===== src/rtl/spi_boot_seq_pkg.sv =====
// -----------------------------------------------------------------------------
// spi_boot_pkg
// Shared definitions for the SPI boot sequencer:
//   - state_e      : sequencer state encoding
//   - DEF_AW       : default word-address width
//   - DEF_WORDS    : default number of 32-bit words per boot image
//   - DEF_BASE     : default first flash word address
//   - DEF_TIMEOUT  : default per-word fetch timeout in cycles
// -----------------------------------------------------------------------------
package spi_boot_pkg;

    localparam int DEF_AW      = 10;
    localparam int DEF_WORDS   = 256;
    localparam int DEF_BASE    = 0;
    localparam int DEF_TIMEOUT = 1000;

    typedef enum logic [2:0] {
        ST_IDLE  = 3'd0,
        ST_ISSUE = 3'd1,
        ST_WAIT  = 3'd2,
        ST_WRITE = 3'd3,
        ST_DONE  = 3'd4,
        ST_ERR   = 3'd5
    } state_e;

    // True for the states in which a boot is actively in progress.
    function automatic logic is_busy_state(input state_e s);
        return (s == ST_ISSUE) || (s == ST_WAIT) || (s == ST_WRITE);
    endfunction

endpackage


===== src/rtl/spi_boot_seq_if.sv =====
// -----------------------------------------------------------------------------
// spi_boot_seq_if
// Bundles the control, fetch-engine and program-RAM signals of the boot
// sequencer.
//   slave  : the sequencer side (consumes i_*, drives o_*)
//   master : the surrounding system (drives i_*, consumes o_*)
// Signals:
//   i_boot_req    start/restart boot (1-cycle pulse)
//   i_abort       abandon the boot in progress
//   i_fetch_busy  fetch engine occupied
//   i_word_valid  fetched word present this cycle
//   i_word_data   fetched word
//   o_fetch_start single-cycle fetch request
//   o_fetch_addr  flash word address, valid with o_fetch_start
//   o_mem_we      program RAM write strobe
//   o_mem_addr    program RAM word address
//   o_mem_wdata   program RAM write data
//   o_cpu_rst_n   CPU reset, active low
//   o_busy        boot in progress
//   o_done        image fully loaded
//   o_err         fetch timeout occurred
// -----------------------------------------------------------------------------
interface spi_boot_seq_if
    import spi_boot_pkg::*;
#(
    parameter int AW = DEF_AW
);

    logic          i_boot_req;
    logic          i_abort;
    logic          i_fetch_busy;
    logic          i_word_valid;
    logic [31:0]   i_word_data;
    logic          o_fetch_start;
    logic [AW-1:0] o_fetch_addr;
    logic          o_mem_we;
    logic [AW-1:0] o_mem_addr;
    logic [31:0]   o_mem_wdata;
    logic          o_cpu_rst_n;
    logic          o_busy;
    logic          o_done;
    logic          o_err;

    modport slave (
        input  i_boot_req,
        input  i_abort,
        input  i_fetch_busy,
        input  i_word_valid,
        input  i_word_data,
        output o_fetch_start,
        output o_fetch_addr,
        output o_mem_we,
        output o_mem_addr,
        output o_mem_wdata,
        output o_cpu_rst_n,
        output o_busy,
        output o_done,
        output o_err
    );

    modport master (
        output i_boot_req,
        output i_abort,
        output i_fetch_busy,
        output i_word_valid,
        output i_word_data,
        input  o_fetch_start,
        input  o_fetch_addr,
        input  o_mem_we,
        input  o_mem_addr,
        input  o_mem_wdata,
        input  o_cpu_rst_n,
        input  o_busy,
        input  o_done,
        input  o_err
    );

endinterface


===== src/rtl/spi_boot_seq_timeout_cnt.sv =====
// -----------------------------------------------------------------------------
// boot_timeout_cnt
// 16-bit per-word timeout counter.
//   clk       clock, rising edge
//   rst       asynchronous, active-low reset (count -> 0)
//   clr_i     synchronous clear (wins over en_i)
//   en_i      count one cycle
//   expired_o count has reached LIMIT
// The count saturates at LIMIT so a stalled enable cannot wrap around.
// -----------------------------------------------------------------------------
module boot_timeout_cnt
    import spi_boot_pkg::*;
#(
    parameter logic [15:0] LIMIT = 16'(DEF_TIMEOUT - 1)
) (
    input  logic clk,
    input  logic rst,
    input  logic clr_i,
    input  logic en_i,
    output logic expired_o
);

    logic [15:0] count_q;
    logic [15:0] count_d;

    always_comb begin
        count_d = count_q;
        if (clr_i) begin
            count_d = '0;
        end else if (en_i && (count_q != LIMIT)) begin
            count_d = count_q + 16'd1;
        end
    end

    always_ff @(posedge clk or negedge rst) begin
        if (!rst) begin
            count_q <= '0;
        end else begin
            count_q <= count_d;
        end
    end

    assign expired_o = (count_q == LIMIT);

endmodule


===== src/rtl/spi_boot_seq.sv =====
// -----------------------------------------------------------------------------
// spi_boot_seq
// Copies a boot image of WORDS 32-bit words from flash (through an external
// fetch engine) into program RAM, then releases the CPU from reset.
// Parameters:
//   AW       word-address width
//   WORDS    words per image (2..2^AW)
//   BASE     first flash word address
//   TIMEOUT  maximum cycles to wait for one word (2..65535)
// Ports:
//   clk      clock, rising edge
//   rst      asynchronous, active-low reset
//   bus      spi_boot_seq_if.slave (control, fetch engine, program RAM)
// Timing: every output is a register.  A fetch request is visible in the
// first WAIT cycle; the RAM write strobe for a word is visible in the cycle
// after its WRITE state, so an abort seen during WRITE can still cancel it.
// Status outputs (busy/err) follow the state; done and the CPU reset release
// appear one cycle after the final write strobe.
// -----------------------------------------------------------------------------
module spi_boot_seq
    import spi_boot_pkg::*;
#(
    parameter int            AW      = DEF_AW,
    parameter int            WORDS   = DEF_WORDS,
    parameter logic [AW-1:0] BASE    = AW'(DEF_BASE),
    parameter int            TIMEOUT = DEF_TIMEOUT
) (
    input  logic           clk,
    input  logic           rst,
    spi_boot_seq_if.slave  bus
);

    localparam logic [AW-1:0] LAST_CNT  = AW'(WORDS - 1);
    localparam logic [15:0]   TMR_LIMIT = 16'(TIMEOUT - 1);

    state_e        state_q, state_d;
    logic [AW-1:0] cnt_q, cnt_d;
    logic [31:0]   word_q, word_d;

    logic          fetch_start_q, fetch_start_d;
    logic [AW-1:0] fetch_addr_q, fetch_addr_d;
    logic          mem_we_q, mem_we_d;
    logic [AW-1:0] mem_addr_q, mem_addr_d;
    logic [31:0]   mem_wdata_q, mem_wdata_d;
    logic          cpu_rst_n_q, cpu_rst_n_d;
    logic          busy_q, busy_d;
    logic          done_q, done_d;
    logic          err_q, err_d;

    logic          tmr_clr;
    logic          tmr_en;
    logic          tmr_expired;

    boot_timeout_cnt #(
        .LIMIT     (TMR_LIMIT)
    ) u_timeout (
        .clk       (clk),
        .rst       (rst),
        .clr_i     (tmr_clr),
        .en_i      (tmr_en),
        .expired_o (tmr_expired)
    );

    // -------------------------------------------------------------------------
    // Next-state and next-output logic
    // -------------------------------------------------------------------------
    always_comb begin
        state_d       = state_q;
        cnt_d         = cnt_q;
        word_d        = word_q;
        fetch_start_d = 1'b0;
        fetch_addr_d  = fetch_addr_q;
        mem_we_d      = 1'b0;
        mem_addr_d    = mem_addr_q;
        mem_wdata_d   = mem_wdata_q;
        tmr_clr       = 1'b0;
        tmr_en        = 1'b0;

        case (state_q)
            ST_IDLE: begin
                if (bus.i_boot_req) begin
                    cnt_d   = '0;
                    state_d = ST_ISSUE;
                end
            end

            ST_ISSUE: begin
                if (bus.i_abort) begin
                    state_d = ST_IDLE;
                // Hold off while the previous word's write strobe is still
                // on the RAM port; this also keeps successive fetch
                // requests at least four cycles apart.
                end else if (!bus.i_fetch_busy && !mem_we_q) begin
                    fetch_start_d = 1'b1;
                    fetch_addr_d  = BASE + cnt_q;
                    tmr_clr       = 1'b1;
                    state_d       = ST_WAIT;
                end
            end

            ST_WAIT: begin
                if (bus.i_abort) begin
                    state_d = ST_IDLE;
                // A word arriving in the expiry cycle still counts.
                end else if (bus.i_word_valid) begin
                    word_d  = bus.i_word_data;
                    state_d = ST_WRITE;
                end else if (tmr_expired) begin
                    state_d = ST_ERR;
                end else begin
                    tmr_en = 1'b1;
                end
            end

            ST_WRITE: begin
                if (bus.i_abort) begin
                    state_d = ST_IDLE;
                end else begin
                    mem_we_d    = 1'b1;
                    mem_addr_d  = cnt_q;
                    mem_wdata_d = word_q;
                    if (cnt_q == LAST_CNT) begin
                        state_d = ST_DONE;
                    end else begin
                        cnt_d   = cnt_q + 1'b1;
                        state_d = ST_ISSUE;
                    end
                end
            end

            ST_DONE, ST_ERR: begin
                if (bus.i_boot_req) begin
                    cnt_d   = '0;
                    state_d = ST_ISSUE;
                end
            end

            default: begin
                state_d = ST_IDLE;
            end
        endcase

        busy_d      = is_busy_state(state_d);
        err_d       = (state_d == ST_ERR);
        // Only a DONE that persists releases the CPU, which places the
        // release one cycle after the final write strobe and drops it as
        // soon as a new boot is requested.
        done_d      = (state_q == ST_DONE) && (state_d == ST_DONE);
        cpu_rst_n_d = done_d;
    end

    // -------------------------------------------------------------------------
    // Registers
    // -------------------------------------------------------------------------
    always_ff @(posedge clk or negedge rst) begin
        if (!rst) begin
            state_q       <= ST_IDLE;
            cnt_q         <= '0;
            word_q        <= '0;
            fetch_start_q <= 1'b0;
            fetch_addr_q  <= '0;
            mem_we_q      <= 1'b0;
            mem_addr_q    <= '0;
            mem_wdata_q   <= '0;
            cpu_rst_n_q   <= 1'b0;
            busy_q        <= 1'b0;
            done_q        <= 1'b0;
            err_q         <= 1'b0;
        end else begin
            state_q       <= state_d;
            cnt_q         <= cnt_d;
            word_q        <= word_d;
            fetch_start_q <= fetch_start_d;
            fetch_addr_q  <= fetch_addr_d;
            mem_we_q      <= mem_we_d;
            mem_addr_q    <= mem_addr_d;
            mem_wdata_q   <= mem_wdata_d;
            cpu_rst_n_q   <= cpu_rst_n_d;
            busy_q        <= busy_d;
            done_q        <= done_d;
            err_q         <= err_d;
        end
    end

    assign bus.o_fetch_start = fetch_start_q;
    assign bus.o_fetch_addr  = fetch_addr_q;
    assign bus.o_mem_we      = mem_we_q;
    assign bus.o_mem_addr    = mem_addr_q;
    assign bus.o_mem_wdata   = mem_wdata_q;
    assign bus.o_cpu_rst_n   = cpu_rst_n_q;
    assign bus.o_busy        = busy_q;
    assign bus.o_done        = done_q;
    assign bus.o_err         = err_q;

endmodule


===== src/flat_wrapper.sv =====
// flat-port wrapper written by rule: the top's interface ports become plain ports
module spi_boot_seq_flat import spi_boot_pkg::*;
#(
    parameter int            AW      = DEF_AW,
    parameter int            WORDS   = DEF_WORDS,
    parameter logic [AW-1:0] BASE    = AW'(DEF_BASE),
    parameter int            TIMEOUT = DEF_TIMEOUT
)
  (clk, rst, bus_i_boot_req, bus_i_abort, bus_i_fetch_busy, bus_i_word_valid, bus_i_word_data, bus_o_fetch_start, bus_o_fetch_addr, bus_o_mem_we, bus_o_mem_addr, bus_o_mem_wdata, bus_o_cpu_rst_n, bus_o_busy, bus_o_done, bus_o_err);
  spi_boot_seq_if #(.AW(AW)) bus_i ();
  input  logic clk;
  input  logic rst;
  input wire logic [$bits(bus_i.i_boot_req)-1:0] bus_i_boot_req;
  input wire logic [$bits(bus_i.i_abort)-1:0] bus_i_abort;
  input wire logic [$bits(bus_i.i_fetch_busy)-1:0] bus_i_fetch_busy;
  input wire logic [$bits(bus_i.i_word_valid)-1:0] bus_i_word_valid;
  input wire logic [$bits(bus_i.i_word_data)-1:0] bus_i_word_data;
  output wire logic [$bits(bus_i.o_fetch_start)-1:0] bus_o_fetch_start;
  output wire logic [$bits(bus_i.o_fetch_addr)-1:0] bus_o_fetch_addr;
  output wire logic [$bits(bus_i.o_mem_we)-1:0] bus_o_mem_we;
  output wire logic [$bits(bus_i.o_mem_addr)-1:0] bus_o_mem_addr;
  output wire logic [$bits(bus_i.o_mem_wdata)-1:0] bus_o_mem_wdata;
  output wire logic [$bits(bus_i.o_cpu_rst_n)-1:0] bus_o_cpu_rst_n;
  output wire logic [$bits(bus_i.o_busy)-1:0] bus_o_busy;
  output wire logic [$bits(bus_i.o_done)-1:0] bus_o_done;
  output wire logic [$bits(bus_i.o_err)-1:0] bus_o_err;
  assign bus_i.i_boot_req = bus_i_boot_req;
  assign bus_i.i_abort = bus_i_abort;
  assign bus_i.i_fetch_busy = bus_i_fetch_busy;
  assign bus_i.i_word_valid = bus_i_word_valid;
  assign bus_i.i_word_data = bus_i_word_data;
  assign bus_o_fetch_start = bus_i.o_fetch_start;
  assign bus_o_fetch_addr = bus_i.o_fetch_addr;
  assign bus_o_mem_we = bus_i.o_mem_we;
  assign bus_o_mem_addr = bus_i.o_mem_addr;
  assign bus_o_mem_wdata = bus_i.o_mem_wdata;
  assign bus_o_cpu_rst_n = bus_i.o_cpu_rst_n;
  assign bus_o_busy = bus_i.o_busy;
  assign bus_o_done = bus_i.o_done;
  assign bus_o_err = bus_i.o_err;
  spi_boot_seq #(.AW(AW), .WORDS(WORDS), .BASE(BASE), .TIMEOUT(TIMEOUT)) u_core (.clk(clk), .rst(rst), .bus(bus_i));
endmodule

===== config.mk =====
export PLATFORM = sky130hd
export DESIGN_NAME = spi_boot_seq_flat
export DESIGN_NICKNAME = d
export VERILOG_FILES = /design/src/rtl/spi_boot_seq_pkg.sv /design/src/rtl/spi_boot_seq_if.sv /design/src/rtl/spi_boot_seq_timeout_cnt.sv /design/src/rtl/spi_boot_seq.sv /design/src/flat_wrapper.sv
export SDC_FILE = /design/constraint.sdc
export NUM_CORES = 1
export LEC_CHECK = 0
export BUFFER_PORTS_ARGS = -buffer_cell sky130_fd_sc_hd__clkbuf_2
export CORE_MARGIN = 2
export CORE_UTILIZATION = 49
export DETAILED_ROUTE_END_ITERATION = 10
export GPL_TIMING_DRIVEN = 0
export PLACE_DENSITY_LB_ADDON = 0.05
export SKIP_CTS_REPAIR_TIMING = 1
export SYNTH_ARGS = -nofsm -noshare
export SYNTH_HDL_FRONTEND = slang
export SYNTH_SLANG_ARGS = --single-unit

===== constraint.sdc =====
create_clock -name clk -period 2.4 [get_ports clk]
set_clock_uncertainty 0.2 [all_clocks]
set_input_delay 0.24 -clock clk [delete_from_list [all_inputs] [get_ports clk]]
set_output_delay 0.24 -clock clk [all_outputs]
set_load 0.01 [all_outputs]

Word-level counts from Yosys, hierarchy flattened
Cells that the tools add are included.
- add/sub/neg operators: 2
- equality and inequality tests: 16
- mux-type cells: 24
- bitwise operators: 1
- reduce and logical (&&, ||, !) cells: 15
- operators with widths (cell ; count):
    $mux W16 ; 2
    $mux W10 ; 3
    $mux W3 ; 8
    $pmux W10 S2 ; 1
    $add A16 B1 Y16 const B ; 1
    $eq A16 B10 Y1 const B ; 1
    $ne A16 B10 Y1 const B ; 1
    $eq A3 B2 Y1 const B ; 4
    $eq A3 B3 Y1 const B ; 4
    $pmux W3 S4 ; 1
    $add A10 B1 Y10 const B ; 1
    $eq A10 B8 Y1 const B ; 1
    $mux W1 ; 9
    $eq A3 B1 Y1 const B ; 2
    $reduce_and A3 Y1 ; 2
    $ne A2 B2 Y1 const B ; 2
    $reduce_and A4 Y1 ; 1
    $reduce_bool A2 Y1 ; 2
    $logic_and A1 B1 Y1 ; 3
    $logic_not A3 Y1 ; 1
    $reduce_or A3 Y1 ; 1
    $logic_not A1 Y1 ; 2
    $logic_or A1 B1 Y1 ; 2
    $ne A2 B1 Y1 const B ; 1
    other kinds (2) ; 2
- register bits after elaboration: 118
- bits of input ports: 38
- output and inout port bits: 58

Depth between registers and ports, before layout
Gate-level depths: netlist of run 1.
- depth after elaboration: 8
- depth in mapped cells: 6

Modules after synthesis
A second synthesis of run 1 with hierarchy kept.
- cell total of the unflattened synthesis: 364
- area total of the unflattened synthesis: 5088.6 um^2
- by module, submodules not included (module ; times used ; cells each ; area each (um^2) ; seq. area each (um^2)):
    spi_boot_seq ; 1 ; 273 ; 4189.0 ; 2552.4
    boot_timeout_cnt ; 1 ; 91 ; 899.6 ; 400.4

Least setup slack after synthesis of run 1
OpenSTA, ideal clock, no wires.
- kind: flip-flop to flip-flop
- start point: register u_core.state_q[0]
- end point: register u_core.u_timeout.count_q[14]
- arrival: 2221 ps
- required time: 2122 ps
- slack: -99 ps
- stages on the path, launching flop included: 6
- path through: dfrtp_1 -> or4b_4 -> or4_1 -> buf_2 -> or4_1 -> a21oi_1
- cells in the longest elaborated chain, start to end: 4
- elaborated cells on any way between the ends: 7
- classes of those cells: eq/ne: 2; mux: 3; reduce/logical: 2
- ends and longest elaborated chain (what ; line ; text):
    start: declaration ; spi_boot_seq.sv:36 ; state_e state_q, state_d;
    start signal: assignment ; spi_boot_seq.sv:170 ; state_q <= state_d;
    $eq A3 B2 Y1 ; spi_boot_seq.sv:79 ; case (state_q)
    $mux W1 ; spi_boot_seq.sv:79 ;
    $logic_and A1 B1 Y1 ; spi_boot_seq_timeout_cnt.sv:30 ; end else if (en_i && (count_q != LIMIT)) begin
    $reduce_bool A2 Y1 (no line) ; -- ;
    end signal: assignment ; spi_boot_seq_timeout_cnt.sv:39 ; count_q <= count_d;
    end: declaration ; spi_boot_seq_timeout_cnt.sv:23 ; logic [15:0] count_q;
Parallel ways exist; a longest one is shown, timed or not.
A chain may end at the register's enable or synchronous reset.

Worst setup path after layout of run 1
- start point: register u_core.state_q[2]
- end point: register u_core.u_timeout.count_q[14]
Same word-level chain as after synthesis.

==> results of run 1 <==
==> worst max path at each step <==
stage | endpoint | cells past startpoint | startpoint
6_report | u_core.u_timeout.count_q[14]$_DFFE_PN0P_ | 4 | u_core.state_q[2]$_DFF_PN0_
5_1_grt | u_core.u_timeout.count_q[14]$_DFFE_PN0P_ | 4 | u_core.state_q[2]$_DFF_PN0_
4_1_cts | u_core.bus.o_cpu_rst_n$_DFF_PN0_ | 4 | u_core.u_timeout.count_q[13]$_DFFE_PN0P_
3_5_place_dp | u_core.bus.o_cpu_rst_n$_DFF_PN0_ | 4 | u_core.u_timeout.count_q[13]$_DFFE_PN0P_
3_3_place_gp | u_core.word_q[15]$_DFFE_PN0P_ | 1 | rst
2_1_floorplan | u_core.u_timeout.count_q[14]$_DFFE_PN0P_ | 5 | u_core.state_q[2]$_DFF_PN0_
==> power by group through the flow <==
stage               Sequential, mW  Clock, mW  Combinational [mW]
floorplan                     2.65          0               0.457
global placement              2.61          0               0.800
detailed placement            2.63          0               0.826
CTS                           2.61       2.65               0.833
global route                  2.66       2.76               0.980
finish                        2.61       2.61               0.875
==> layout by cell type (no fill, tap or decap), types with 5 or more instances in the layout <==
master | netlist | routed
or3_1 | 9 | 8
nand3_1 | 13 | 13
clkbuf_16 | 0 | 16
nor2_1 | 8 | 8
inv_1 | 6 | 6
dlygate4sd3_1 | 0 | 35
o21ai_0 | 14 | 13
clkbuf_1 | 11 | 5
buf_4 | 1 | 6
mux2_2 | 74 | 74
nand2_1 | 47 | 47
a21oi_1 | 17 | 15
or4_1 | 8 | 6
clkbuf_8 | 0 | 7
dfrtp_1 | 118 | 115
o31ai_1 | 8 | 7
clkbuf_2 | 0 | 95
==> Yosys cell counts, types with 2 or more instances <==
cell type and n:
nand4_1 4, or4bb_1 2, nand2_1 47, mux2_2 74
clkbuf_1 11, nand4b_1 2, a311oi_1 2, or3_1 9
ha_1 2, xnor2_1 3, nor4b_1 2, mux2i_1 2
dfrtp_1 118, nor3_1 4, buf_1 3, nand2b_1 2
o211ai_1 4, a21oi_1 17, inv_1 6, or4_1 8
nor2_1 8, o31ai_1 8, nand3_1 13, nor4_1 4
o21ai_0 14
==> final cells by class <==
type / instances / area [um^2]
Fill cell: 749 / 3090
Sequential cell: 118 / 2960
Multi-Input combinational cell: 243 / 1880
Timing Repair Buffer: 135 / 872
Clock buffer: 22 / 483
Tap cell: 133 / 166
Clock inverter: 10 / 144
Buffer: 14 / 62.6
Inverter: 7 / 28.8
==> kinds of logic (layout without fill, tap and decap cells) <==
| kind of cell | after synthesis | in the layout |
|---|---|---|
| mux | 76 | 76 |
| buf+inv | 23 | 188 |
| simple gates | 111 | 112 |
| fa+ha+maj | 2 | 2 |
| xor+xnor | 3 | 3 |
| compound gates | 50 | 50 |
| flops | 118 | 118 |
==> tightest hold or removal path, delay by kind of cell <==
family                 cells  cell delay (ns)
and+or+nand+nor            3             0.31
buffers and inverters      1             0.10
==> per-stage QoR <==
step                      cells  power (mW)  util, %
after detailed placement    611        3.46     56.8
after CTS                   643        6.09     63.3
after floorplan             383        3.11        -
after global placement      611        3.41     56.7
final                       682        6.09     68.1
after global routing        682        6.40     68.1
==> sequential cells by signal (all words and copies together) (netlist names) <==
register	cells
u_core.bus.o_busy	1
u_core.bus.o_cpu_rst_n	1
u_core.bus.o_err	1
u_core.bus.o_fetch_addr	10
u_core.bus.o_fetch_start	1
u_core.bus.o_mem_addr	10
u_core.bus.o_mem_wdata	32
u_core.bus.o_mem_we	1
u_core.cnt_q	10
u_core.state_q	3
u_core.u_timeout.count_q	16
u_core.word_q	32
==> per-layer routing <==
layer	up-vias	wire, um
met1	1756	4810
met2	87	5200
met3	10	459
met5	-	0
met4	0	128
li1	1693	-
==> results.sh, run 1 <==
export IMPL_cp_slowest_stage_delay_ns=0.59
export IMPL_cpLargestDelayFamily="simple AND/OR/NAND/NOR gates"
export IMPL_syn_nets=423
export IMPL_synth_area_um2=4840
export IMPL_use_met1_pct=27.5
export IMPL_grt_usage_pct=20.5
export IMPL_maxSlewHeadroom_pct=38.3
export IMPL_cp_num_buf_inv=0
export IMPL_met3_usage_pct=6.45
export IMPL_synth_seq_cells=118
export IMPL_nets=576
export IMPL_path_class="register to register"
export IMPL_hold_end="u_core.state_q[2]$_DFF_PN0_"
export IMPL_yosysUniqueCellTypes=39
export IMPL_hold_path_depth=4
export IMPL_detail_route_antenna_nets=0
export IMPL_synth_top_area_cell="dfrtp_1"
export IMPL_p_seq_share_pct=42.8
export IMPL_synth_edf_count=0
export IMPL_antenna_found_initial=0
export IMPL_die_w_um=103
export IMPL_cp_start_kind="register"
export IMPL_netlist_instances=383
export IMPL_vias_per_cell=5.20
export IMPL_busiest_layer="met2"
export IMPL_htree_num_levels=4
export IMPL_final_hold_violation_count=0
export IMPL_reg2reg_depth=4
export IMPL_async_reset_ff_share_pct=100
export IMPL_synth_simple_area_share_pct=12.1
export IMPL_drive_above_1_share_pct=42.4
export IMPL_path_clk_slew_ns=0.06
export IMPL_p_sw_mw=1.49
export IMPL_cp_end_kind="register"
export IMPL_cts_root_buffer="clkbuf_8"
export IMPL_ys_warnings_count=0
export IMPL_drv_slew=0
export IMPL_clockBufferDepth=2
export IMPL_fin_area_um2=6600
export IMPL_antenna_cells=0
export IMPL_syn_avg_cell_area_um2=12.6
export IMPL_r2r_end="u_core.u_timeout.count_q[14]$_DFFE_PN0P_"
export IMPL_clkPwrFrac_pct=42.8
export IMPL_grt_overflow_total=0
export IMPL_p_sw_share_pct=24.4
export IMPL_synth_compound_area_share_pct=6.28
export IMPL_fin_tns_setup_ns=-0.0709
export IMPL_max_freq_ghz=0.405
export IMPL_r2r_start="u_core.state_q[2]$_DFF_PN0_"
export IMPL_hpwl_um=6620
export IMPL_cts_buffers=17
export IMPL_finalCritPeriodShare_pct=103
export IMPL_outcome="finished with violations"
export IMPL_grt_use_met2_pct=31.6
export IMPL_placementRows=36
export IMPL_holdWs_ns=0.00273
export IMPL_hp_class="input pin to register"
export IMPL_drcViolationCount=0
export IMPL_p_per_area_nw_per_um2=923
export IMPL_fin_crit_ns=2.47
export IMPL_crit_fanout=5
export IMPL_max_cap_violations=0
export IMPL_wl_per_cell_um=15.5
export IMPL_synth_fa_ha_area_share_pct=0.517
export IMPL_violations="negative setup slack"
export IMPL_dieArea_um2=10700
export IMPL_yosys_area_share_xor_xnor_pct=0.543
export IMPL_crit_required_ns=2.62
export IMPL_first_global_vias=3396
export IMPL_setup_slack_ns=-0.0709
export IMPL_vdd_drop_max_v=0.000556
export IMPL_ys_seq_area_share_pct=61.0
export IMPL_netlist_area_leader_share_pct=61.0
export IMPL_worstMarginPinSlew_ns=0.926
export IMPL_via_count=3546
export IMPL_leakagePower_nw=3.22
export IMPL_yosys_top_cells_area="dfrtp_1, mux2_2, nand2_1"
export IMPL_insertion_delay_ns=0.50
export IMPL_synthMuxAreaShare_pct=17.6
export IMPL_io_pin_count=96
export IMPL_port_buffers=95
export IMPL_core_area_um2=9680
export IMPL_drtPass1Iterations=4
export IMPL_intPower_mw=4.60
export IMPL_hp_start="bus_i_boot_req"
export IMPL_drt_iter0_drc=159
export IMPL_crit_path_cell_trace="or4b_4 > or4_4 > or4_1 > a21oi_1"
export IMPL_crit_slowest_cell="or4b_4"
export IMPL_grt_first_pass_wirelength_um=16500
export IMPL_start_util_pct=50.0
export IMPL_worstPathArrival_ns=2.69
export IMPL_ys_flop_type="dfrtp_1"
export IMPL_cts_tree="done"
export IMPL_rrSetupSlack_ns=-0.07
export IMPL_place_gp_congestion=0.824
export IMPL_place_area_um2=5500
export IMPL_preCtsSetupSlack_ns=-0.413
export IMPL_rsz0062_at_grt="true"
export IMPL_p_comb_share_pct=14.4
export IMPL_wl_um=10600
export IMPL_syn2layout_area_growth_pct=36.3
export IMPL_synth_top_family_by_area="multiplexers"
export IMPL_cts_sinks=118
export IMPL_grt_max_degree=119
export IMPL_setup_violations=1
export IMPL_die_h_um=103
(Power assumes the default switching activity.)
==> inputs of run 2 (changes only) <==
- BUFFER_PORTS_ARGS: -buffer_cell sky130_fd_sc_hd__clkbuf_2 -> -buffer_cell sky130_fd_sc_hd__buf_2
- CORE_UTILIZATION: 49 -> 50
- clock period: 2.4 -> 2.8 ns (I/O delays scaled with it)
==> results.sh, run 2 (synthesis gave the netlist of run 1 again) <==
export IMPL_crit_top_cell="or4_1"
export IMPL_path_clk_slew_ns=0.06
export IMPL_vdd_drop_max_v=0.000490
export IMPL_final_cell_mix="dfrtp_1, buf_2, mux2_2"
export IMPL_placed_cells=608
export IMPL_htree_num_levels=4
export IMPL_crit_required_ns=3.03
export IMPL_drcViolationCount=0
export IMPL_final_common_cell="dfrtp_1"
export IMPL_via_count=3549
export IMPL_grt_usage_pct=20.5
export IMPL_cts_tree="done"
export IMPL_insertion_delay_ns=0.51
export IMPL_cp_start_kind="register"
export IMPL_first_global_vias=3405
export IMPL_wl_per_cell_um=15.3
export IMPL_finalPower_mw=5.20
export IMPL_port_buffers=95
export IMPL_wl_um=10300
export IMPL_hpwl_um=6660
export IMPL_grt_overflow_total=0
export IMPL_place_area_um2=5510
export IMPL_die_w_um=102
export IMPL_cpLargestDelayFamily="simple AND/OR/NAND/NOR gates"
export IMPL_max_cap_violations=0
export IMPL_detail_route_antenna_nets=0
export IMPL_io_pin_count=96
export IMPL_grt_max_degree=62
export IMPL_dieArea_um2=10500
export IMPL_holdWs_ns=-0.0102
export IMPL_maxSlewHeadroom_pct=54.4
export IMPL_drv_slew=0
export IMPL_crit_slowest_cell="or4b_4"
export IMPL_drt_iter0_drc=138
export IMPL_syn2layout_area_growth_pct=33.7
export IMPL_p_per_area_nw_per_um2=803
export IMPL_violations="negative hold slack"
export IMPL_max_freq_ghz=0.380
export IMPL_outcome="finished with violations"
export IMPL_final_hold_violation_count=1
export IMPL_leakagePower_nw=3.23
export IMPL_crit_fanout=9
export IMPL_finalCritPeriodShare_pct=94.1
export IMPL_register_area_um2=2950
export IMPL_die_h_um=102
export IMPL_core_area_um2=9330
export IMPL_drtPass1Iterations=5
export IMPL_vias_per_cell=5.27
export IMPL_drive_above_1_share_pct=37.8
export IMPL_nets=572
export IMPL_antenna_cells=0
export IMPL_rsz0062_at_grt="false"
export IMPL_grt_first_pass_wirelength_um=16200
export IMPL_worstMarginPinSlew_ns=0.675
export IMPL_setup_violations=0
export IMPL_cts_buffers=17
export IMPL_worstPathArrival_ns=2.87
export IMPL_cts_root_buffer="clkbuf_8"
export IMPL_antenna_found_initial=0
export IMPL_place_gp_congestion=0.838
export IMPL_fin_crit_ns=2.63
export IMPL_start_util_pct=51.9
export IMPL_fill_cells=715
export IMPL_hp_class="input pin to register"
export IMPL_placementRows=35
export IMPL_cp_end_kind="register"
export IMPL_cp_num_buf_inv=1
export IMPL_cts_sinks=118
export IMPL_crit_path_cell_trace="or4b_4 > or4_1 > buf_2 > or4_1 > a21oi_1"
export IMPL_fin_cells=674
export IMPL_path_class="register to register"
export IMPL_fin_area_um2=6470
export IMPL_clockBufferDepth=2
export IMPL_cp_slowest_stage_delay_ns=0.61
export IMPL_multiInputGateArea_um2=1800
-- run 2: stage by stage --
step / setup TNS [ns] / setup slack (ns) / utilization [%]
global route: 0 / 0.0637 / 69.4
CTS: 0 / 0.00861 / 65.6
detailed placement: 0 / 0.0222 / 59.1
floorplan: 0 / 0.301 / -
global placement: -14.23 / -0.126 / 58.7
finish: 0 / 0.165 / 69.4
-- run 2: area by class of cell --
class                   instances  share of cell area [%]
multi-input cells             242                    27.8
repair buffers                130                    13.1
flip-flops and latches        118                    45.6
clock inverters                 9                    2.28
plain buffers                  16                    1.01
well taps                     129                    2.49
inverters                       7                   0.406
clock buffers                  23                    7.21
-- run 2: worst paths after layout --
check	startpoint	endpoint	slack [ns]	cells past startpoint
hold reg to reg	u_core.bus.o_fetch_addr[3]$_DFFE_PN0P_	u_core.bus.o_fetch_addr[3]$_DFFE_PN0P_	0.27	2
min in group asynchronous	rst	u_core.u_timeout.count_q[12]$_DFFE_PN0P_	0.12	2
setup / recovery	u_core.state_q[0]$_DFF_PN0_	u_core.u_timeout.count_q[14]$_DFFE_PN0P_	0.17	5
setup reg to reg	u_core.state_q[0]$_DFF_PN0_	u_core.u_timeout.count_q[14]$_DFFE_PN0P_	0.17	5
max in group asynchronous	rst	u_core.cnt_q[6]$_DFFE_PN0P_	1.62	3
hold / removal	bus_i_boot_req	u_core.state_q[2]$_DFF_PN0_	-0.01	4
-- run 2: report_power, final --
group | internal [mW] | switching [mW] | leakage [nW] | total (mW)
combinational | 0.417 | 0.322 | 1.34 | 0.739
sequential | 2.05 | 0.182 | 1.59 | 2.23
clock | 1.51 | 0.719 | 0.302 | 2.23
total | 3.97 | 1.22 | 3.23 | 5.20
-- run 2: tightest hold or removal path, cell delays in order --
cell     delay [ns]
buf_2          0.10
nor3_1         0.05
nor2_1         0.15
nand2_1        0.08
-- run 2: metal layers --
metal / GRT usage (%) / vias up / wire [um]
li1: - / 1692 / -
met1: 25.3 / 1744 / 4460
met2: 32.6 / 96 / 5110
met3: 6.91 / 17 / 569
met4: 9.74 / 0 / 178
met5: 0 / - / 0
==> inputs of run 3 (changes only) <==
- CORE_UTILIZATION: 50 -> 52
==> results.sh, run 3 (synthesis gave the netlist of run 1 again) <==
export IMPL_fin_crit_ns=2.71
export IMPL_hp_class="input pin to register"
export IMPL_clockBufferDepth=2
export IMPL_via_count=3581
export IMPL_final_cell_mix="dfrtp_1, buf_2, mux2_2"
export IMPL_port_buffers=95
export IMPL_final_common_cell="dfrtp_1"
export IMPL_crit_fanout=6
export IMPL_htree_num_levels=4
export IMPL_insertion_delay_ns=0.52
export IMPL_p_per_area_nw_per_um2=780
export IMPL_worstMarginPinSlew_ns=0.624
export IMPL_fin_cells=657
export IMPL_maxSlewHeadroom_pct=57.8
export IMPL_drcViolationCount=0
export IMPL_cts_buffers=17
export IMPL_place_gp_congestion=0.812
export IMPL_hp_start="bus_i_boot_req"
export IMPL_cts_sinks=118
export IMPL_cp_end_kind="register"
export IMPL_holdWs_ns=-0.00220
export IMPL_fill_cells=666
export IMPL_syn2layout_area_growth_pct=32.3
export IMPL_leakagePower_nw=3.20
export IMPL_crit_required_ns=2.95
export IMPL_finalCritPeriodShare_pct=96.7
export IMPL_use_met1_pct=28.0
export IMPL_dieArea_um2=10100
export IMPL_met3_usage_pct=7.00
export IMPL_violations="negative hold slack"
export IMPL_outcome="finished with violations"
export IMPL_placed_cells=590
export IMPL_wl_um=10200
export IMPL_vias_per_cell=5.45
export IMPL_cts_tree="done"
export IMPL_nets=573
export IMPL_drt_iter0_drc=121
export IMPL_antenna_cells=0
export IMPL_detail_route_antenna_nets=0
export IMPL_drv_slew=0
export IMPL_path_clk_slew_ns=0.06
export IMPL_wl_per_cell_um=15.6
export IMPL_drive_above_1_share_pct=38.3
export IMPL_max_cap_violations=0
export IMPL_grt_use_met2_pct=32.3
export IMPL_die_w_um=100
export IMPL_hpwl_um=6710
export IMPL_cts_root_buffer="clkbuf_8"
export IMPL_busiest_layer="met2"
export IMPL_grt_overflow_total=0
export IMPL_drtPass1Iterations=5
export IMPL_start_util_pct=52.9
export IMPL_grt_max_degree=74
export IMPL_cp_startpoint="u_core.u_timeout.count_q[13]$_DFFE_PN0P_"
export IMPL_placementRows=35
export IMPL_utilization_pct=69.9
export IMPL_vdd_drop_max_v=0.000581
export IMPL_grt_usage_pct=21.1
export IMPL_path_class="register to register"
export IMPL_finalPower_mw=4.99
export IMPL_final_hold_violation_count=1
export IMPL_worstPathArrival_ns=2.86
export IMPL_die_h_um=100
export IMPL_first_global_vias=3424
export IMPL_grt_first_pass_wirelength_um=16400
export IMPL_core_area_um2=9150
export IMPL_setup_violations=0
export IMPL_cp_start_kind="register"
export IMPL_r2r_start="u_core.u_timeout.count_q[13]$_DFFE_PN0P_"
export IMPL_rsz0062_at_grt="false"
export IMPL_io_pin_count=96
export IMPL_max_freq_ghz=0.369
export IMPL_antenna_found_initial=0
run 3: changes by cell type in the layout (fill, tap and decap cells not counted), sizes merged:
cell and change:
clkbuf -6, inv +8, bufinv -3, dlygate4sd3 +1, clkinvlp +2, clkinv -1
run 3: final timing paths:
| check | to | cells past startpoint | slack (ns) |
|---|---|---|---|
| max | u_core.bus.o_cpu_rst_n$_DFF_PN0_ | 4 | 0.09 |
| min | u_core.state_q[2]$_DFF_PN0_ | 4 | -0.002 |
| max reg2reg | u_core.bus.o_cpu_rst_n$_DFF_PN0_ | 4 | 0.09 |
| min reg2reg | u_core.bus.o_fetch_addr[9]$_DFFE_PN0P_ | 2 | 0.27 |
| max in group asynchronous | u_core.bus.o_mem_wdata[10]$_DFFE_PN0P_ | 3 | 1.65 |
| min in group asynchronous | u_core.bus.o_fetch_addr[9]$_DFFE_PN0P_ | 2 | 0.06 |
run 3: metal layers:
layer,up-vias,share of wire [%]
li1,1695,-
met1,1775,45
met2,92,48
met3,19,5.0
met4,0,2.0
met5,-,0
run 3: per-stage QoR:
stage          worst slack (ns)  area, um^2  setup TNS [ns]  hold slack, ns
6_report                 0.0935        6400               0        -0.00220
5_1_grt                0.000800        6400               0          0.0166
4_1_cts                  -0.181        6040          -0.181          -0.502
3_5_place_dp             -0.143        5490          -0.143          0.0354
3_3_place_gp             -0.156        5450          -15.65           0.255
2_1_floorplan             0.301        4840               0          -0.216
run 3: cell type report:
cell class / instances / area, um^2 / area share (%)
plain buffers: 16 / 65.1 / 1.02
clock buffers: 17 / 414 / 6.47
clock inverters: 15 / 144 / 2.25
inverters: 7 / 26.3 / 0.410
multi-input cells: 242 / 1800 / 28.1
flip-flops and latches: 118 / 2950 / 46.1
well taps: 111 / 139 / 2.17
repair buffers: 131 / 860 / 13.4
run 3: worst max-delay path, cell delays in order (launching register included):
cell       delay (ns)
dfrtp_1          0.41
or4_1            0.59
nor4_2           0.59
nand2_1          0.19
a2111oi_0        0.56
run 3: where the power goes:
part	internal, mW	total (mW)	leakage (nW)	switching [mW]
registers	2.05	2.23	1.59	0.182
clock network	1.20	2.02	0.269	0.821
logic	0.419	0.748	1.35	0.329
